==> config.mk <==
export PLATFORM = sky130hd
export DESIGN_NAME = seq_scan_arbiter
export DESIGN_NICKNAME = d
export VERILOG_FILES = /design/src/rtl/seq_scan_arbiter.sv
export SDC_FILE = /design/constraint.sdc
export NUM_CORES = 1
export LEC_CHECK = 0
export ABC_AREA = 1
export ABC_CLOCK_PERIOD_IN_PS = 2500
export CELL_PAD_IN_SITES_DETAIL_PLACEMENT = 1
export CELL_PAD_IN_SITES_GLOBAL_PLACEMENT = 1
export CORE_MARGIN = 2
export CORE_UTILIZATION = 34
export CTS_BUF_LIST = sky130_fd_sc_hd__clkbuf_16
export DETAILED_ROUTE_END_ITERATION = 10
export PLACE_DENSITY_LB_ADDON = 0.1
export SLEW_MARGIN = 20
export SYNTH_ARGS = -nofsm -noshare
export SYNTH_HDL_FRONTEND = slang
export SYNTH_SLANG_ARGS = --single-unit
==> constraint.sdc <==
create_clock -name clk -period 2.5 [get_ports clk]
set_input_delay 0.375 -clock clk [delete_from_list [all_inputs] [get_ports clk]]
set_output_delay 0.375 -clock clk [all_outputs]
set_load 0.02 [all_outputs]
==> src/rtl/seq_scan_arbiter.sv <==
// seq_scan_arbiter: round-robin arbiter in front of a shared serial pattern-scan engine.
// The winning requester's word is shifted MSB-first through a Moore detector that
// flags every 3-bit window equal to 101 or 110 (overlapping). The hit count is
// returned with a one-cycle done pulse and a one-hot ack to the served requester.
//
// Ports:
//   clk       rising-edge clock
//   rst       asynchronous active-low reset
//   req       level request per requester, held until ack
//   req_data  flat job bus, requester i owns [i*WIDTH +: WIDTH]
//   busy      high whenever the control FSM is not idle
//   done      one-cycle pulse, result valid
//   ack       one-hot ack for the served requester, coincident with done
//   gnt_id    index of the current/last served requester
//   hit_cnt   detection count, valid while done=1
module seq_scan_arbiter #(
    parameter int unsigned N     = 4,
    parameter int unsigned WIDTH = 8,
    parameter int unsigned CNT_W = $clog2(WIDTH),
    parameter int unsigned ID_W  = $clog2(N)
) (
    input  logic                 clk,
    input  logic                 rst,
    input  logic [N-1:0]         req,
    input  logic [N*WIDTH-1:0]   req_data,
    output logic                 busy,
    output logic                 done,
    output logic [N-1:0]         ack,
    output logic [ID_W-1:0]      gnt_id,
    output logic [CNT_W-1:0]     hit_cnt
);

    localparam int unsigned IDX_W = $clog2(WIDTH);
    localparam logic [IDX_W-1:0] LAST_IDX = IDX_W'(WIDTH - 1);

    typedef enum logic [1:0] {
        ST_IDLE,
        ST_SHIFT,
        ST_DRAIN,
        ST_DONE
    } state_t;

    typedef enum logic [2:0] {
        D_IDLE,
        D_S1,
        D_S11,
        D_S10,
        D_S101,
        D_S110
    } det_t;

    state_t            state;
    state_t            state_nxt;
    det_t              det_state;
    det_t              det_nxt;
    logic              det_out;
    logic [WIDTH-1:0]  shreg;
    logic [IDX_W-1:0]  bit_idx;
    logic [ID_W-1:0]   last_grant;
    logic [ID_W-1:0]   win_id;
    logic [ID_W-1:0]   cand;
    logic              found;
    logic [WIDTH-1:0]  sel_word;
    logic              grant;
    logic              busy_nxt;
    logic              done_nxt;
    logic [N-1:0]      ack_nxt;

    // Detector transition function; unused encodings fall back to Idle.
    function automatic det_t det_step(input det_t s, input logic b);
        det_t n;
        n = D_IDLE;
        case (s)
            D_IDLE: n = b ? D_S1   : D_IDLE;
            D_S1:   n = b ? D_S11  : D_S10;
            D_S11:  n = b ? D_S11  : D_S110;
            D_S10:  n = b ? D_S101 : D_IDLE;
            D_S101: n = b ? D_S11  : D_S10;
            D_S110: n = b ? D_S101 : D_IDLE;
            default: n = D_IDLE;
        endcase
        return n;
    endfunction

    assign det_out = (det_state == D_S101) || (det_state == D_S110);
    assign grant   = (state == ST_IDLE) && (|req);

    // Round-robin pick: first set request searching upward from last_grant+1.
    always_comb begin
        win_id = last_grant;
        cand   = '0;
        found  = 1'b0;
        for (int unsigned i = 1; i <= N; i++) begin
            cand = ID_W'((32'(last_grant) + i) % N);
            if (!found && req[cand]) begin
                win_id = cand;
                found  = 1'b1;
            end
        end
    end

    // Mux out the winner's word.
    always_comb begin
        sel_word = '0;
        for (int unsigned i = 0; i < N; i++) begin
            if (win_id == ID_W'(i)) begin
                sel_word = req_data[i*WIDTH +: WIDTH];
            end
        end
    end

    // Control FSM state register.
    always_ff @(posedge clk or negedge rst) begin
        if (!rst) begin
            state <= ST_IDLE;
        end else begin
            state <= state_nxt;
        end
    end

    // Control FSM next state and next values of the registered outputs.
    always_comb begin
        state_nxt = state;
        busy_nxt  = 1'b0;
        done_nxt  = 1'b0;
        ack_nxt   = '0;
        case (state)
            ST_IDLE:  if (|req) state_nxt = ST_SHIFT;
            ST_SHIFT: if (bit_idx == LAST_IDX) state_nxt = ST_DRAIN;
            ST_DRAIN: state_nxt = ST_DONE;
            ST_DONE:  state_nxt = ST_IDLE;
            default:  state_nxt = ST_IDLE;
        endcase
        busy_nxt = (state_nxt != ST_IDLE);
        done_nxt = (state_nxt == ST_DONE);
        if (done_nxt) begin
            ack_nxt = N'(1) << gnt_id;
        end
    end

    // Detector next state: forced to Idle on grant, stepped only while shifting.
    always_comb begin
        det_nxt = det_state;
        if (grant) begin
            det_nxt = D_IDLE;
        end else if (state == ST_SHIFT) begin
            det_nxt = det_step(det_state, shreg[WIDTH-1]);
        end
    end

    // Registered outputs.
    always_ff @(posedge clk or negedge rst) begin
        if (!rst) begin
            busy <= 1'b0;
            done <= 1'b0;
            ack  <= '0;
        end else begin
            busy <= busy_nxt;
            done <= done_nxt;
            ack  <= ack_nxt;
        end
    end

    // Job datapath: word latch/shift, bit index, grant bookkeeping, hit counter.
    always_ff @(posedge clk or negedge rst) begin
        if (!rst) begin
            det_state  <= D_IDLE;
            shreg      <= '0;
            bit_idx    <= '0;
            last_grant <= ID_W'(N - 1);
            gnt_id     <= '0;
            hit_cnt    <= '0;
        end else begin
            det_state <= det_nxt;
            if (grant) begin
                shreg      <= sel_word;
                bit_idx    <= '0;
                gnt_id     <= win_id;
                last_grant <= win_id;
                hit_cnt    <= '0;
            end else begin
                if (state == ST_SHIFT) begin
                    shreg   <= {shreg[WIDTH-2:0], 1'b0};
                    bit_idx <= (bit_idx == LAST_IDX) ? '0 : bit_idx + IDX_W'(1);
                end
                // det_out lags the fed bit by one cycle, so DRAIN catches the final window.
                if (((state == ST_SHIFT) || (state == ST_DRAIN)) && det_out) begin
                    hit_cnt <= hit_cnt + CNT_W'(1);
                end
            end
        end
    end

endmodule

== After elaboration in Yosys (flattened, before gate mapping) ==
Cells that the tools add are included.
Operators by class
  mux-type cells: 37
  shift-type cells: 1
  $lt $le $gt $ge: 4
  equal/unequal tests: 13
  reduce and logical (&&, ||, !) cells: 19
  $add $sub $neg: 6
Operator list (count)
  8-bit two-way mux: 6
  3-bit two-way mux: 9
  2-bit by 3-bit < comparator with 1-bit output (second input constant): 4
  2-bit two-way mux: 6
  3-bit one-hot mux with 4 select lines: 1
  2-bit == test (second input constant): 5
  3-bit == test (second input constant): 3
  1-bit two-way mux: 9
  1-bit binary-select mux with 2-bit select: 4
  2-bit one-hot mux with 4 select lines: 1
  3-bit by 1-bit adder with 3-bit output (second input constant): 2
  3-bit by 2-bit == test with 1-bit output (second input constant): 2
  2-bit nonzero test: 3
  1-bit logical AND: 5
  2-bit by 1-bit adder with 2-bit output (second input constant): 2
  2-bit adder (second input constant): 2
  2-bit by 1-bit == test with 1-bit output (second input constant): 2
  2-bit zero test: 2
  4-bit two-way mux: 1
  2-bit OR reduction: 2
  4-bit OR reduction: 1
  1-bit by 2-bit left shift with 4-bit output (first input constant): 1
  3-bit by 1-bit == test with 1-bit output (second input constant): 1
  1-bit zero test: 3
  2 further kinds: 3
Storage, ports and cells
  output and inout port bits: 11
  word-level logic and storage cells: 90
  register bits: 29
  bits of input ports: 38

== Depth between registers and ports, before layout ==
Gate-level depths: netlist of run 1.
  depth in word-level cells: 19
  gate-level depth with buffers: 17
  mapped depth without buffers: 16

== Least setup slack after synthesis of run 1 ==
No wires, ideal clock.
  kind: reg2reg
  start point: register last_grant[0]
  end point: register shreg[4]
  arrival time: 1779 ps
  library setup time: 116 ps
  buffers on the path: 2
  data required time: 2384 ps
  stages on the path, launching flop included: 16
  setup slack: 605 ps
  period minus slack after synthesis: 1895 ps
  path through: dfstp_2 > buf_6 > inv_4 > nand2_1 > nand2_2 > nand2_2 > nand2_4 > nor2_2 > nand3_2 > nand2_4 > nand2_4 > buf_6 > o21ai_1 > inv_1 > nand2_1 > nand2_1
On the way
  cells in the longest elaborated chain, start to end: 19
  elaborated cells on any way between the ends: 34
  those cells by class: 4 x add/sub; 3 x eq/ne; 20 x mux; 7 x reduce/logical
RTL lines
  start: declaration: line 59  | logic [ID_W-1:0] last_grant;
  start signal: assignment: line 170  | last_grant <= ID_W'(N - 1);
  start signal: assignment: line 179  | last_grant <= win_id;
  2-bit by 1-bit adder with 2-bit output: line 94  | cand = ID_W'((32'(last_grant) + i) % N);
  1-bit binary-select mux with 2-bit select: line 95  | if (!found && req[cand]) begin
  1-bit two-way mux (not written as such): line 95
  1-bit two-way mux: line 95
  1-bit zero test: line 95
  1-bit logical AND: line 95
  1-bit two-way mux: line 95
  1-bit zero test: line 95
  1-bit logical AND: line 95
  1-bit two-way mux: line 95
  1-bit zero test: line 95
  1-bit logical AND: line 95
  2-bit two-way mux *: line 95
  2-bit zero test: line 106  | if (win_id == ID_W'(i)) begin
  8-bit two-way mux (3 in series): line 106
  8-bit two-way mux *: line 106
  8-bit two-way mux *: line 175  | if (grant) begin
  end signal: assignment: line 176  | shreg <= sel_word;
  end signal: assignment: line 183  | shreg <= {shreg[WIDTH-2:0], 1'b0};
  end: declaration: line 57  | logic [WIDTH-1:0] shreg;
Every way passes the cells marked *; elsewhere a longest branch is shown, timed or not. The select of a mux whose other input is x is not followed.
A chain may end at the register's enable or synchronous reset.

== Worst setup path after layout of run 1 ==
  start point: register last_grant[0]
  end point: register shreg[1]
The elaborated chain is that of the path after synthesis.

==> results of run 1 <==
cell families (layout without fill, tap and decap cells):
family          count (synthesis)  in the layout  synth area share, %
fa+ha+maj                       7              7                 4.60
flops                          29             29                 38.2
buf+inv                        53            113                 11.4
simple gates                  134            134                 32.0
compound gates                 47             47                 13.3
xor+xnor                        1              1                0.460
area by class of cell:
| type | instances | area share [%] |
|---|---|---|
| Clock inverter | 3 | 1.41 |
| Sequential cell | 29 | 27.3 |
| Timing Repair Buffer | 56 | 20.3 |
| Multi-Input combinational cell | 189 | 36.0 |
| Clock buffer | 5 | 4.69 |
| Inverter | 49 | 6.99 |
| Tap cell | 72 | 3.38 |
worst max path at each step:
stage	cells after the start	end	slack (ns)	startpoint
after global placement	8	det_state[0]	0.20	req[1]
after CTS	15	shreg[1]	0.29	last_grant[0]
after detailed placement	15	shreg[1]	0.15	req[0]
after global routing	15	shreg[4]	0.12	last_grant[0]
after floorplan	15	shreg[4]	0.60	last_grant[0]
final	15	shreg[1]	0.33	last_grant[0]
worst reg2reg max path, cell delays in order (launching register included):
cell and delay, ns:
dfstp_2 0.63, inv_4 0.09, nand2_1 0.08, nand2_2 0.08, nand2_2 0.11, nand2_4 0.07
inv_2 0.06, nand3_1 0.10, nand3_4 0.16, nand2_4 0.09, nor2_2 0.24, nand2_1 0.09
nand2_1 0.08, nand2_1 0.05, nand2_1 0.07, nand2_1 0.06
per-stage QoR:
| step | power, mW | area, um2 | setup WS, ns | hold WS, ns |
|---|---|---|---|---|
| floorplan | 2.40 | 1900 | 0.605 | 0.0794 |
| global placement | 2.91 | 2500 | 0.199 | 0.451 |
| detailed placement | 2.97 | 2500 | 0.148 | 0.470 |
| CTS | 3.67 | 2670 | 0.290 | 0.482 |
| global route | 4.02 | 2670 | 0.115 | 0.514 |
| finish | 3.60 | 2670 | 0.332 | 0.475 |
layer usage:
metal | vias to the layer above | share of wire (%) | track usage, % | wire (um)
li1 | 974 | - | - | -
met1 | 868 | 45 | 19.8 | 2250
met2 | 30 | 50 | 31.7 | 2490
met3 | 5 | 3.2 | 4.32 | 156
met4 | 0 | 1.2 | 5.17 | 57
met5 | - | 0 | 0 | 0
cells in the final DEF, fill, tap and decap left out, drive strengths merged:
cell / netlist / final
xor2: 1 / 1
o31ai: 2 / 2
buf: 2 / 8
a21oi: 16 / 16
ha: 7 / 7
o21ai: 22 / 22
inv: 49 / 50
nand4: 2 / 2
bufinv: 0 / 1
dfrtp: 27 / 27
clkinv: 0 / 1
nor4: 1 / 1
a211oi: 1 / 1
dfstp: 2 / 2
clkbuf: 2 / 5
nor3: 4 / 4
nand3: 19 / 19
o22ai: 6 / 6
or2: 1 / 1
clkdlybuf4s50: 0 / 48
nor2: 18 / 18
nand2: 89 / 89
state kept, by name, indices dropped and copies added, names as in the netlist:
signal,flops
ack,4
bit_idx,3
busy,1
det_state,3
done,1
gnt_id,2
hit_cnt,3
last_grant,2
shreg,8
state,2
power groups by stage:
stage          Clock (mW)  Combinational [mW]  Sequential (mW)
2_1_floorplan           0                1.63            0.772
3_3_place_gp            0                2.14            0.778
3_5_place_dp            0                2.19            0.779
4_1_cts             0.687                2.21            0.775
5_1_grt             0.702                2.53            0.793
6_report            0.668                2.16            0.774
==> qor.txt, run 1 <==
Bufs and invs on worst path: 2
clk slew on worst S/H paths: 0.05 ns
P_leak: 1.36 nW
syn avg cell area: 7.03 um2
Cells after Synth: 271
Via Count: 1,877
final worst path period share: 86.7%
sequential share of the synthesized area: 38.2%
cell mode on critical path: nand2_1
Primary FF master, synth: dfrtp_1
CP Cell Sequence: inv_4, nand2_1, nand2_2, nand2_2, nand2_4, inv_2, nand3_1, nand3_4, nand2_4, nor2_2, nand2_1, nand2_1, nand2_1, nand2_1, nand2_1
post-synthesis async set-or-reset flop share: 100%
#FFs+latches synth: 29
synth top area cells: dfrtp_1, nand2_1, inv_1
gr ovfl total: 0
status: complete, no violations
number of global-route vias before repair: 1,889
core area: 0.00547 mm2
Initial Util: 34.8%
Reg-to-Reg Start: last_grant[0]
cells on worst reg2reg path: 15
area of the multi-input gates: 960 um2
largest net degree at the start of global routing: 30
Port-buffer cells: 48
Synth top cells by count: nand2_1, inv_1, dfrtp_1
antenna viol nets, final: 0
Die Wd: 78.8 um
top-area cell type share of the netlist area: 35.5%
Mapped Area: 0.00190 mm2
Slew Limit Headroom: 71.8%
Int Power: 1.89 mW
worst path arrival time: 2.33 ns
DRC Markers: 0
Synth cell types: 28
Register Area: 728 um2
Hold Path Sink: bit_idx[1]
Crit. End Element: flip-flop
share of post-route cells with drive strength above 1: 11.2%
TritonCTS clock tree: yes
combinational fraction of design power: 60.0%
Power Dens Cells: 1350 mW/mm2
WHS Path Cells: 2
Setup TNS Final: 0 ns
CTS resizes: 0
Worst R2R End: shreg[1]
critical path's largest stage delay: 0.63 ns
final core utilization: 48.7%
worst-path fanout max: 9
htree depth: 2
Top delay family on crit path: simple AND/OR/NAND/NOR gates
first-pass GRT wire length: 8.30 mm
worst hold start: bit_idx[1]
worst skew pair latency: 0.27 ns
cts hold-fix bufs: 0
max-cap violation count: 0
Tightest Pin Transition: 0.423 ns
Max Buffers Root-to-Sink: 2
initial antenna violation count: 0
maximum VDD drop: 0.446 mV
Num CTS Buffers: 5
Area Overhead vs Synth: 40.1%
routed len/inst: 12.3 um
Iter 0 DRT Violations: 55
type of the tightest min-delay check: reg2reg
chip height: 78.8 um
CP Launch Type: flip-flop
Clock Sinks: 29
Final Hold Fails: 0
NetSw: 1.71 mW
CTS Root Cell: clkbuf_16
CP Data Required Time: 2.66 ns
Crit Path Class: reg2reg
syn_nets: 316
R2R Setup Slk: 0.33 ns
Layout Nets: 375
Sw Ratio: 47.5%
clk_skew: 0.00305 ns
postcts setup bufs: 0
setup violators final: 0
DR pass1 iterations: 4
Layout fillers: 689
Std-Cell Rows: 27
Die ar.: 0.00622 mm2
Post-DP HPWL: 3.88 mm
Peak Freq: 461 MHz
# IOs: 49
# placed instances: 395
critical path's slowest cell: dfstp_2
number of synthesized flops with an enable pin: 0
DR vias/cell: 4.66
cell taking the most area after synthesis: dfrtp_1
ANT cells: 0
yosys warns: 0
RSZ-0062 raised after global routing: no
final RePlAce weighted congestion: 0.736
Flop pwr share: 21.5%
Total GRT Usage: 17.3%
Final Slew Violations: 0
post-route insts no fill: 403
Clock power frac: 18.5%
min Tclk post-route: 2.17 ns
most numerous cell in the Yosys netlist: nand2_1
drt total wl: 4.95 mm
Power figures use the tool's default switching activity.
==> run 2, diff against run 1 <==
Settings changed: HOLD_SLACK_MARGIN set to 0.05.
==> results of run 2 <==
The final DEF is identical to that of run 1; final timing and power are the same.
